==> config.mk <==
export PLATFORM = sky130hd
export DESIGN_NAME = frame_sequencer
export DESIGN_NICKNAME = d
export VERILOG_FILES = /design/src/rtl/frame_sequencer.sv
export SDC_FILE = /design/constraint.sdc
export NUM_CORES = 1
export LEC_CHECK = 0
export CORE_MARGIN = 10
export CORE_UTILIZATION = 36
export DETAILED_ROUTE_END_ITERATION = 7
export GPL_TIMING_DRIVEN = 0
export PLACE_DENSITY = 0.8
export SLEW_MARGIN = 10
export SYNTH_ARGS = -nofsm -noshare
export SYNTH_HDL_FRONTEND = slang
export SYNTH_SLANG_ARGS = --single-unit
==> constraint.sdc <==
create_clock -name clock -period 2.35 [get_ports clock]
set_input_delay 0.705 -clock clock [delete_from_list [all_inputs] [get_ports clock]]
set_output_delay 0.705 -clock clock [all_outputs]
set_load 0.01 [all_outputs]
==> src/rtl/frame_sequencer.sv <==
// Frame sequencer: runs erase, wave, collision-check and ship-draw units in turn
// for each frame_tick, muxes their pixel ports, and tracks game-over/fault/overrun.
module frame_sequencer #(
  parameter int TIMEOUT = 4095
) (
  input  logic        clock,
  input  logic        reset,
  input  logic        frame_tick,
  input  logic        dir_in,
  input  logic [3:0]  unit_done,
  input  logic        collision_in,
  input  logic [31:0] src_x,
  input  logic [27:0] src_y,
  input  logic [11:0] src_colour,
  input  logic [3:0]  src_writeEn,
  output logic [3:0]  unit_start,
  output logic        shipDir,
  output logic [7:0]  x,
  output logic [6:0]  y,
  output logic [2:0]  colour,
  output logic        writeEn,
  output logic        busy,
  output logic        game_over,
  output logic        fault,
  output logic        overrun,
  output logic [2:0]  phase
);

  typedef enum logic [2:0] {
    S_IDLE  = 3'd0,
    S_ERASE = 3'd1,
    S_WAVE  = 3'd2,
    S_CHECK = 3'd3,
    S_DRAW  = 3'd4,
    S_OVER  = 3'd5
  } state_e;

  // Sub-steps: 0 = start pulse, 1 = guard, 2 = waiting for done, 3 = done seen.
  localparam logic [1:0]  STEP_START = 2'd0;
  localparam logic [1:0]  STEP_GUARD = 2'd1;
  localparam logic [1:0]  STEP_WAIT  = 2'd2;
  localparam logic [1:0]  STEP_DONE  = 2'd3;
  localparam logic [11:0] TIMEOUT_LAST = 12'(TIMEOUT - 1);

  state_e      state_q, state_d;
  logic [1:0]  step_q, step_d;
  logic [11:0] cnt_q, cnt_d;
  logic [3:0]  start_q, start_d;
  logic        dir_q, dir_d;
  logic        over_q, over_d;
  logic        fault_q, fault_d;
  logic        ovr_q, ovr_d;
  logic        coll_q, coll_d;
  logic        done_act;
  logic        in_phase;

  // Pixel port and done routing follow the active unit only.
  always_comb begin
    x        = '0;
    y        = '0;
    colour   = '0;
    writeEn  = 1'b0;
    done_act = 1'b0;
    in_phase = 1'b1;
    case (state_q)
      S_ERASE: begin
        x = src_x[7:0];   y = src_y[6:0];   colour = src_colour[2:0];
        writeEn = src_writeEn[0]; done_act = unit_done[0];
      end
      S_WAVE: begin
        x = src_x[15:8];  y = src_y[13:7];  colour = src_colour[5:3];
        writeEn = src_writeEn[1]; done_act = unit_done[1];
      end
      S_CHECK: begin
        x = src_x[23:16]; y = src_y[20:14]; colour = src_colour[8:6];
        writeEn = src_writeEn[2]; done_act = unit_done[2];
      end
      S_DRAW: begin
        x = src_x[31:24]; y = src_y[27:21]; colour = src_colour[11:9];
        writeEn = src_writeEn[3]; done_act = unit_done[3];
      end
      default: in_phase = 1'b0;
    endcase
  end

  always_comb begin
    state_d = state_q;
    step_d  = step_q;
    cnt_d   = cnt_q;
    start_d = '0;
    dir_d   = dir_q;
    over_d  = over_q;
    fault_d = fault_q;
    ovr_d   = ovr_q;
    coll_d  = coll_q;

    if (frame_tick && in_phase) ovr_d = 1'b1;

    if (state_q == S_IDLE) begin
      if (frame_tick && !over_q) begin
        state_d = S_ERASE;
        step_d  = STEP_START;
        cnt_d   = '0;
        start_d = 4'b0001;
        dir_d   = dir_in;
        coll_d  = 1'b0;
      end
    end else if (in_phase) begin
      cnt_d = cnt_q + 12'd1;
      if (state_q == S_CHECK && step_q[1] && collision_in) coll_d = 1'b1;
      case (step_q)
        STEP_START: step_d = STEP_GUARD;
        STEP_GUARD: step_d = STEP_WAIT;
        STEP_WAIT:  if (done_act) step_d = STEP_DONE;
        default: begin
          step_d = STEP_START;
          cnt_d  = '0;
          case (state_q)
            S_ERASE: begin state_d = S_WAVE; start_d = 4'b0010; end
            S_WAVE:  begin state_d = S_CHECK; start_d = 4'b0100; end
            S_CHECK: begin
              if (coll_q || collision_in) begin
                state_d = S_OVER;
                over_d  = 1'b1;
              end else begin
                state_d = S_DRAW;
                start_d = 4'b1000;
              end
            end
            default: state_d = S_IDLE;
          endcase
        end
      endcase
      // A phase that has not completed by its last allowed cycle abandons the frame.
      if (step_q != STEP_DONE && !(step_q == STEP_WAIT && done_act) && cnt_q == TIMEOUT_LAST) begin
        state_d = S_IDLE;
        step_d  = STEP_START;
        cnt_d   = '0;
        fault_d = 1'b1;
        coll_d  = 1'b0;
      end
    end
  end

  always_ff @(posedge clock) begin
    if (reset) begin
      state_q <= S_IDLE;
      step_q  <= '0;
      cnt_q   <= '0;
      start_q <= '0;
      dir_q   <= 1'b0;
      over_q  <= 1'b0;
      fault_q <= 1'b0;
      ovr_q   <= 1'b0;
      coll_q  <= 1'b0;
    end else begin
      state_q <= state_d;
      step_q  <= step_d;
      cnt_q   <= cnt_d;
      start_q <= start_d;
      dir_q   <= dir_d;
      over_q  <= over_d;
      fault_q <= fault_d;
      ovr_q   <= ovr_d;
      coll_q  <= coll_d;
    end
  end

  assign unit_start = start_q;
  assign shipDir    = dir_q;
  assign game_over  = over_q;
  assign fault      = fault_q;
  assign overrun    = ovr_q;
  assign phase      = state_q;
  assign busy       = in_phase;

endmodule

==> flow_summary.yaml <==
place:
  port_buffers: 115
  dpl.hpwl_mm: 5.83
  place_area_um2: 3010
  gp_congestion: 0.816
worst_setup_path:
  critPathSlowestCell: "dfxtp_4"
  cp_cell_sequence: "buf_8 -> buf_6 -> nor3b_4 -> buf_4 -> a221o_1 -> buf_6"
  cp.buffers_inverters: 4
  start_kind: "flip-flop"
  rr_worst_depth: 7
  slowest_delay_ns: 0.38
  reg2reg_from: "phase[1]"
  end_kind: "output pin"
  path_class: "flip-flop to output pin"
  cp_top_family: "buffers and inverters"
  cp-startpoint: "phase[1]"
  crit_required_ns: 1.64
  crit_fanout: 5
  path_common_cell: "buf_6"
  worstSetupPathDepth: 6
  crit_arrival_ns: 1.71
timing:
  report.final.setup_viol: 20
  rsz0062_at_grt: "yes"
  hold_ws_ns: 0.455
  max_slew_margin_pct: 61.8
  finClkSkew_ns: 0.00351
  hold_viol_final: 0
  layout_setup_ws_ns: -0.0679
  finalMaxSlewViolations: 0
  post-route-min-period_ns: 2.42
  clock.fmax_ghz: 0.414
  fin_crit_sh_pct: 103
  tns_ns: -0.826
  tightest_slew_ns: 0.569
die:
  dieArea_um2: 8130
  ios: 116
  die_h_um: 90.2
  die_w_um: 90.2
  initial_core_util_pct: 37.3
  design.core.area_um2: 4750
  rows: 25
pwr:
  netSwitchingPower_uw: 568
  p_comb_share_pct: 51.5
  peakVddDrop_v: 0.000270
  seq_power_share_pct: 30.7
  intPower_mw: 1.09
  switching_share_pct: 34.3
  leakagePower_nw: 1.40
  power_density_nw_per_um2: 485
  pwr-share-clk_pct: 17.8
  p_total_mw: 1.66
yosys:
  synthTopCellsByCount: "26 x dfxtp_1, 19 x a221o_1, 19 x a22o_1"
  yosysWarnings: 0
  ys_async_sr_fraction_pct: 0
  synth-simple-area-share_pct: 22.0
  yosysSeqAreaShare_pct: 29.4
  yosysTopAreaCell: "dfxtp_1"
  synth_area_per_cell_um2: 8.73
  synth_top_area_share_pct: 29.4
  synthAdderAreaFrac_pct: 4.94
  synth_seq_cells: 26
  synthMuxAreaShare_pct: 0.565
  ys.flop_type: "dfxtp_1"
  netlist_instances: 203
  synth_most_common_cell: "dfxtp_1"
  syn_nets: 295
  synth_edf_count: 0
  synth-xor-area-share_pct: 4.94
  synth_cell_type_count: 45
  synthTopCellsByArea: "dfxtp_1 29%, a221o_1 11%, a22o_1 9.4%"
  synth_compound_area_share_pct: 32.6
  synth_top_family_by_area: "compound AO/OA/AOI/OAI gates"
  syn-cell-area_um2: 1770
grt:
  grtUsageTotal_pct: 18.3
  grt_pass1_wl_mm: 12.5
  top_usage_layer: "met2"
  use_met3_pct: 8.98
  first_global_vias: 2422
  grt_use_met2_pct: 33.8
  use_met1_pct: 18.4
  antenna_found_initial: 1
  grt_max_degree: 15
  gr-total-overflow: 0
flow_run:
  drv_cap: 0
clocking:
  holdBufCountCts: 0
  cts_sinks: 26
  clock_path_buffers: 2
  clkTransAtPathRegs_ns: 0.09
  cts_buffers: 3
  clockRootBuffer: "clkbuf_8"
  clkLatencyLatePin_ns: 0.27
  cts_tree: "built"
  cts_htree_levels: 1
detailed_routing:
  drtIter0Drc: 119
  vias_per_cell: 5.46
  wl_mm: 8.06
  remaining_drc_errors: 0
  ant_nets: 0
  wl_per_cell_um: 19.5
  vias: 2253
  drtPass1Iterations: 5
outcome:
  status: "finished with violations"
  violations: "negative setup slack"
cells_and_area:
  final_cell_area_um2: 3420
  n_fill_cell: 369
  final_util_pct: 71.8
  area_delta_synth_final_pct: 92.7
  fin_nets: 438
  drive_gt1_share_pct: 23.8
worst_hold_path:
  hold-path-cell-count: 1
  hold_class: "flip-flop to flip-flop"
  hp-start: "coll_q"
power by group through the flow:
stage               Sequential (mW)  Combinational [mW]  Clock, mW
global placement              0.515               0.750          0
global route                  0.513               0.910      0.310
detailed placement            0.516               0.757          0
finish                        0.508               0.852      0.295
floorplan                     0.518               0.344          0
CTS                           0.506               0.798      0.301
through the flow:
| step | instances | setup WS [ns] |
|---|---|---|
| 3_5_place_dp | 385 | -0.774 |
| 5_1_grt | 413 | -0.121 |
| 6_report | 413 | -0.0679 |
| 3_3_place_gp | 385 | -0.739 |
| 2_1_floorplan | 203 | 0.0430 |
| 4_1_cts | 408 | -0.0576 |
cell families after synthesis:
logic type / after synthesis
adder cells (fa/ha/maj): 7
buffers and inverters: 22
XOR/XNOR: 10
AND/OR/NAND/NOR: 70
flip-flops: 26
multiplexers: 1
AO/OA/AOI/OAI: 67
final timing paths:
path                        end  slack (ns)
setup / recovery           y[4]       -0.07
hold / removal    unit_start[3]        0.45
setup reg to reg      cnt_q[11]        0.14
hold reg to reg   unit_start[3]        0.45
area by class of cell:
class	count	area [um^2]	share of cell area (%)
Clock buffer	4	55.1	1.61
Antenna cell	1	2.50	0.0733
Tap cell	67	83.8	2.45
Inverter	6	25.0	0.733
Multi-Input combinational cell	155	1210	35.6
Timing Repair Buffer	140	1320	38.6
Buffer	14	184	5.38
Sequential cell	26	532	15.6
routing by layer:
layer	routed length [um]	part of all wire [%]	vias up
met3	857	11	14
met2	4120	51	101
li1	-	-	1084
met4	181	2.2	0
met5	0	0	-
met1	2900	36	1054
registers in the layout (all words and copies together) (netlist names):
name,cells
step_q,2
coll_q,1
unit_start,4
fault,1
overrun,1
game_over,1
cnt_q,12
phase,3
shipDir,1
placed cells by master, fill, tap and decap left out, drive strengths merged, types with 2 or more instances in the layout:
cell type / netlist / final
nor4: 6 / 6
nand3: 7 / 7
ha: 7 / 7
o31ai: 3 / 3
a31oi: 4 / 4
a22o: 19 / 19
inv: 6 / 6
nor2: 18 / 18
a21oi: 6 / 6
nand2: 10 / 10
nor3: 7 / 7
a221o: 19 / 19
nor4b: 3 / 3
and3: 4 / 4
xnor2: 9 / 9
o21ai: 3 / 3
nor2b: 2 / 2
o22ai: 2 / 2
nor3b: 2 / 2
or3: 2 / 2
dlygate4sd2: 0 / 36
buf: 3 / 52
clkdlybuf4s50: 0 / 59
dfxtp: 26 / 26
clkbuf: 13 / 11
a211oi: 3 / 3
or4: 2 / 2
o32ai: 2 / 2
nand4: 3 / 3
repair_timing:
item | 4_1_cts | 5_1_grt
buffers inserted | 18 | 5
pin swaps | 21 | 17
resized for setup | 185 | 20
endpoints found under the setup margin | 21 | 35
gates cloned | 2 | 1
(Power assumes the default switching activity.)
